===== config.mk =====
export PLATFORM = sky130hd
export DESIGN_NAME = tx_hop_scheduler
export DESIGN_NICKNAME = d
export VERILOG_FILES = /design/src/rtl/tx_hop_scheduler.sv
export SDC_FILE = /design/constraint.sdc
export NUM_CORES = 1
export LEC_CHECK = 0
export BUFFER_PORTS_ARGS = -buffer_cell sky130_fd_sc_hd__buf_4
export CAP_MARGIN = 20
export CORE_ASPECT_RATIO = 1.5
export CORE_MARGIN = 10
export CORE_UTILIZATION = 45
export CTS_BUF_LIST = sky130_fd_sc_hd__clkbuf_16
export DETAILED_ROUTE_END_ITERATION = 10
export GPL_ROUTABILITY_DRIVEN = 0
export PLACE_DENSITY = 0.58
export SLEW_MARGIN = 40
export SYNTH_ARGS = -nofsm -noshare
export SYNTH_HDL_FRONTEND = slang
export SYNTH_SLANG_ARGS = --single-unit

===== constraint.sdc =====
create_clock -name clock_i -period 6.37 [get_ports clock_i]
set_input_delay 1.911 -clock clock_i [delete_from_list [all_inputs] [get_ports clock_i]]
set_output_delay 1.911 -clock clock_i [all_outputs]
set_load 0.005 [all_outputs]

===== src/rtl/tx_hop_scheduler.sv =====
// tx_hop_scheduler: steps the LO DDS phase increment through a programmable hop table,
// muting the DAC while the LO settles and applying output_select changes only at safe points.
//  clock_i/resetn_i          clock, synchronous active-low reset
//  tbl_wr_*_i                hop table write port (pinc + dwell per entry)
//  num_hops_i, loop_en_i     active entry count and wrap/stop-after-one-pass control
//  start_i, stop_i           sequence start / abort pulses
//  req_select_i, sel_update_i requested output_select and its capture strobe
//  lo_dds_phase_inc_o, output_select_o, dac_mute_o  config outputs toward tx_core
//  busy_o, hop_idx_o, hop_strobe_o, done_o          sequence status
module tx_hop_scheduler #(
  parameter int TABLE_DEPTH   = 16,
  parameter int PINC_W        = 16,
  parameter int DWELL_W       = 24,
  parameter int SEL_W         = 5,
  parameter int SETTLE_CYCLES = 8,
  localparam int IDX_W        = $clog2(TABLE_DEPTH)
) (
  input  logic               clock_i,
  input  logic               resetn_i,
  input  logic               tbl_wr_en_i,
  input  logic [IDX_W-1:0]   tbl_wr_addr_i,
  input  logic [PINC_W-1:0]  tbl_wr_pinc_i,
  input  logic [DWELL_W-1:0] tbl_wr_dwell_i,
  input  logic [IDX_W:0]     num_hops_i,
  input  logic               loop_en_i,
  input  logic               start_i,
  input  logic               stop_i,
  input  logic [SEL_W-1:0]   req_select_i,
  input  logic               sel_update_i,
  output logic [PINC_W-1:0]  lo_dds_phase_inc_o,
  output logic [SEL_W-1:0]   output_select_o,
  output logic               dac_mute_o,
  output logic               busy_o,
  output logic [IDX_W-1:0]   hop_idx_o,
  output logic               hop_strobe_o,
  output logic               done_o
);
  localparam logic [IDX_W:0] DEPTH = (IDX_W+1)'(TABLE_DEPTH);
  typedef enum logic [1:0] {IDLE, LOAD, SETTLE, DWELL} state_t;
  state_t               state_q;
  logic [PINC_W-1:0]    pinc_mem [TABLE_DEPTH];
  logic [DWELL_W-1:0]   dwell_mem [TABLE_DEPTH];
  logic [PINC_W-1:0]    pinc_q;
  logic [SEL_W-1:0]     sel_q, pend_q;
  logic                 pend_vld_q, mute_q, strobe_q, done_q;
  logic [IDX_W-1:0]     ld_idx_q, hop_idx_q;
  logic [DWELL_W-1:0]   dwell_q, cnt_q;
  logic [IDX_W:0]       nh_eff;
  logic                 last_entry;
  always_comb begin
    nh_eff     = num_hops_i == '0 ? (IDX_W+1)'(1) : num_hops_i > DEPTH ? DEPTH : num_hops_i;
    last_entry = ({1'b0, hop_idx_q} + (IDX_W+1)'(1)) >= nh_eff;
  end
  // Table is not reset; a write during LOAD of the same entry lands after the read.
  always_ff @(posedge clock_i) begin
    if (tbl_wr_en_i) begin
      pinc_mem[tbl_wr_addr_i]  <= tbl_wr_pinc_i;
      dwell_mem[tbl_wr_addr_i] <= tbl_wr_dwell_i;
    end
  end
  always_ff @(posedge clock_i) begin
    if (!resetn_i) begin
      state_q    <= IDLE;
      pinc_q     <= '0;
      sel_q      <= '0;
      pend_q     <= '0;
      pend_vld_q <= 1'b0;
      mute_q     <= 1'b1;
      strobe_q   <= 1'b0;
      done_q     <= 1'b0;
      ld_idx_q   <= '0;
      hop_idx_q  <= '0;
      dwell_q    <= '0;
      cnt_q      <= '0;
    end else begin
      strobe_q <= 1'b0;
      done_q   <= 1'b0;
      if (stop_i && state_q != IDLE) begin
        state_q <= IDLE;
        mute_q  <= 1'b1;
      end else begin
        case (state_q)
          IDLE: begin
            mute_q <= 1'b1;
            if (start_i && !stop_i) begin
              state_q  <= LOAD;
              ld_idx_q <= '0;
            end
          end
          LOAD: begin
            pinc_q    <= pinc_mem[ld_idx_q];
            dwell_q   <= dwell_mem[ld_idx_q];
            hop_idx_q <= ld_idx_q;
            strobe_q  <= 1'b1;
            cnt_q     <= DWELL_W'(SETTLE_CYCLES - 1);
            state_q   <= SETTLE;
          end
          SETTLE: begin
            if (cnt_q == '0) begin
              state_q <= DWELL;
              mute_q  <= 1'b0;
              cnt_q   <= dwell_q == '0 ? '0 : dwell_q - 1'b1;
            end else begin
              cnt_q <= cnt_q - 1'b1;
            end
          end
          default: begin
            if (cnt_q != '0) begin
              cnt_q <= cnt_q - 1'b1;
            end else begin
              mute_q <= 1'b1;
              if (!last_entry) begin
                ld_idx_q <= hop_idx_q + 1'b1;
                state_q  <= LOAD;
              end else if (loop_en_i) begin
                ld_idx_q <= '0;
                state_q  <= LOAD;
              end else begin
                state_q <= IDLE;
                done_q  <= 1'b1;
              end
            end
          end
        endcase
      end
      // Select changes go straight through when idle, otherwise wait for a hop boundary.
      if (state_q == IDLE) begin
        if (sel_update_i) begin
          sel_q      <= req_select_i;
          pend_vld_q <= 1'b0;
        end
      end else if (state_q == LOAD && !stop_i) begin
        if (sel_update_i) sel_q <= req_select_i;
        else if (pend_vld_q) sel_q <= pend_q;
        pend_vld_q <= 1'b0;
      end else if (sel_update_i) begin
        pend_q     <= req_select_i;
        pend_vld_q <= 1'b1;
      end
    end
  end
  assign lo_dds_phase_inc_o = pinc_q;
  assign output_select_o    = sel_q;
  assign dac_mute_o         = mute_q;
  assign busy_o             = state_q != IDLE;
  assign hop_idx_o          = hop_idx_q;
  assign hop_strobe_o       = strobe_q;
  assign done_o             = done_q;
endmodule


==> impl_results.md <==
* Initial drt markers at 1254
* Area grow syn2layout at 15.4%
* I/O pin cnt at 90
* Setup TNS at 0 ns
* Hold crit path type: flop to flop
* Dpl hpwl at 39900 um
* Max_cap viols at 0
* Critical path peak fanout at 12
* Max Clock Skew at 0.0172 ns
* Run status: complete, no violations
* Resize count post-CTS at 0
* Crit path time final at 4.00 ns
* CTS sink count at 728
* Max-slew headroom at 47.4%
* Fillers at 4975
* Drt pass-1 iters at 5
* Final ANT Viol Nets at 0
* Worst-Skew Late Latency at 0.60 ns
* R2r worst-path depth at 8
* Max Root-Sink Buffers at 3
* Vias per Instance at 5.82
* WHS Endpoint: lo_dds_phase_inc_o[6]
* Setup crit start kind: flop
* Post-synth cell types at 58
* LEAKAGE at 0.0104 uW
* Ys Warns at 0
* Largest area contributor in the netlist: edfxtp_1
* Die width at 226 um
* EDFF count, synth at 640
* Row cnt at 113
* Syn Nets at 1580
* Primary FF master, synth: edfxtp_1
* Worst vdd ir at 0.197 mV
* H-tree Lvls at 3
* Critical path required time at 4.46 ns
* WP buf/inv at 3
* Mapped Cells at 1505
* Worst slew pin tran at 0.789 ns
* Clock Pin Slew Worst Setup and Hold Paths at 0.06 ns
* Design Area, Final at 33000 um^2
* Routed wire length at 63900 um
* Reg-to-Reg End: cnt_q[2]
* Top cells by area, synth: edfxtp_1 67%, mux4_2 16%, dfxtp_1 6.2%
* Average routed wire per standard cell at 25.6 um
* Final Instance Count excl. Fillers at 2492
* Critical path endpoint category: primary output
* Crit share post-route at 62.8%
* Highest clock rate at 250 MHz
* Hold path start: lo_dds_phase_inc_o[6]
* Final nets at 1711
* CTS Hold Bufs at 0
* Sequential-to-total area share from yosys stat at 73.4%
* Setup Viol. Count Final at 0
* Placed insts at 2370
* Synthesized area at 28600 um^2
* Via total after detailed routing at 14500
* Critical Path, Cell by Cell: inv_1 -> ha_1 -> clkinv_1 -> buf_4
* Critical R2R Launch: cnt_q[0]
* Cell Pwr Density at 360 nW/um^2
* CTS root buffer: clkbuf_16
* Crit Path Class: flop to primary output
* All-Layer GR Usage at 17.5%
* Critical path's largest stage delay at 0.40 ns
* Share of layout cells above drive strength 1 at 27.7%
* Most frequent cells after synthesis: 640 x edfxtp_1, 200 x mux4_2, 122 x nand2_1
* Initial antenna violation count at 2
* R2R Setup Slk at 3.45 ns
* Num CTS Buffers at 69
* Share of the synthesized area in the top cell type at 67.2%
* Placement Cell Area at 30800 um^2
* Post-CTS Setup Inserts at 0
* DRC viols at 0
* CTS tree: done
* Core area at 63200 um^2
* Seq cells post-synth at 728
* Hold path cells at 2
* CP top delay family: buffers and inverters
* Grt total ovfl at 0
* Ys async rst share at 0%
* RSZ-0062 raised after global routing: false
* Tot Pwr at 11900 uW
* Most common cell in the netlist: edfxtp_1
* Initial core utilization at 45.2%
* Port Buf Inserts at 89
* Vias in the first global route at 15500
* Die H at 329 um
* Die area at 74200 um^2
* ANT cells at 0
* Worst path slowest cell: ha_1
* Final hold vios at 0
* Mean Syn Cell Area at 19.0 um^2
* Max-slew violations at 0
* Largest net degree at the start of global routing at 88
* First-pass GRT wire length at 97500 um
* CP arrival at 2.09 ns
-- kinds of logic (layout without fill, tap and decap cells) --
group	after synthesis	in the layout	synth area share (%)
flip-flops	728	728	73.4
AND/OR/NAND/NOR	283	283	4.65
multiplexers	206	206	16.0
AO/OA/AOI/OAI	151	151	3.28
buffers and inverters	98	280	1.36
XOR/XNOR	25	25	0.766
adder cells (fa/ha/maj)	14	14	0.613
-- metal layers --
layer / up-vias / wire (um) / track usage, %
li1: 6389 / - / -
met4: 4 / 1300 / 4.96
met3: 90 / 3460 / 3.13
met5: - / 21 / 0
met2: 395 / 33200 / 30.0
met1: 7621 / 26000 / 22.4
-- worst reg2reg max path, delay by kind of cell (launching register included) --
| family | cells | cell delay, ns |
|---|---|---|
| flops | 1 | 0.36 |
| fa+ha+maj | 1 | 0.19 |
| buf+inv | 1 | 0.07 |
| simple gates | 5 | 2.05 |
| compound gates | 1 | 0.21 |
-- sequential cells by signal, summed over array words and instances (netlist names) --
| signal | cells |
|---|---|
| dwell_mem | 384 |
| state_q | 2 |
| hop_idx_o | 4 |
| pend_vld_q | 1 |
| done_o | 1 |
| cnt_q | 24 |
| ld_idx_q | 4 |
| pend_q | 5 |
| pinc_mem | 256 |
| hop_strobe_o | 1 |
| lo_dds_phase_inc_o | 16 |
| dwell_q | 24 |
| output_select_o | 5 |
| dac_mute_o | 1 |
-- where the power goes --
group | switching [uW] | internal, uW
clock | 1730 | 2330
combinational | 1330 | 923
sequential | 169 | 5400
-- how the worst max path moves through the flow --
stage | startpoint | end | slack [ns] | cells after the start
finish | state_q[1] | busy_o | 2.37 | 4
detailed placement | tbl_wr_addr_i[3] | pinc_mem[2][2] | 2.27 | 4
CTS | state_q[1] | busy_o | 2.32 | 4
global route | state_q[1] | busy_o | 2.17 | 4
global placement | tbl_wr_addr_i[3] | dwell_mem[6][20] | 2.25 | 4
floorplan | tbl_wr_addr_i[3] | dwell_mem[0][0] | 0.72 | 2
-- metrics by stage --
stage | util, % | hold slack, ns | setup slack, ns
3_3_place_gp | 48.0 | 0.451 | 2.25
4_1_cts | 52.2 | 0.464 | 2.32
5_1_grt | 52.2 | 0.488 | 2.17
2_1_floorplan | - | 0.436 | 0.717
3_5_place_dp | 48.7 | 0.451 | 2.27
6_report | 52.2 | 0.461 | 2.37
-- cells in the final DEF (no fill, tap or decap), drive strengths merged, types with 7 or more instances in the layout --
| cell | instances |
|---|---|
| buf | 136 |
| a21oi | 60 |
| nor4 | 14 |
| a32o | 11 |
| xor2 | 8 |
| nor2 | 61 |
| ha | 14 |
| nand2b | 7 |
| nor3 | 24 |
| edfxtp | 640 |
| nand2 | 122 |
| bufinv | 8 |
| o21ai | 43 |
| clkbuf | 70 |
| inv | 33 |
| or4 | 8 |
| dfxtp | 88 |
| xnor2 | 17 |
| mux4 | 200 |
| nand3 | 10 |
| o22ai | 7 |
| clkinv | 32 |
| nand4 | 11 |
-- final cells by class --
cell class	instances	area (um^2)	area share [%]
Inverter	22	83.8	0.254
Clock inverter	52	464	1.41
Timing Repair Buffer	136	1350	4.09
Tap cell	805	1010	3.05
Multi-Input combinational cell	679	7350	22.3
Sequential cell	728	21000	63.6
Clock buffer	70	1750	5.31
Power figures use the tool's default switching activity.
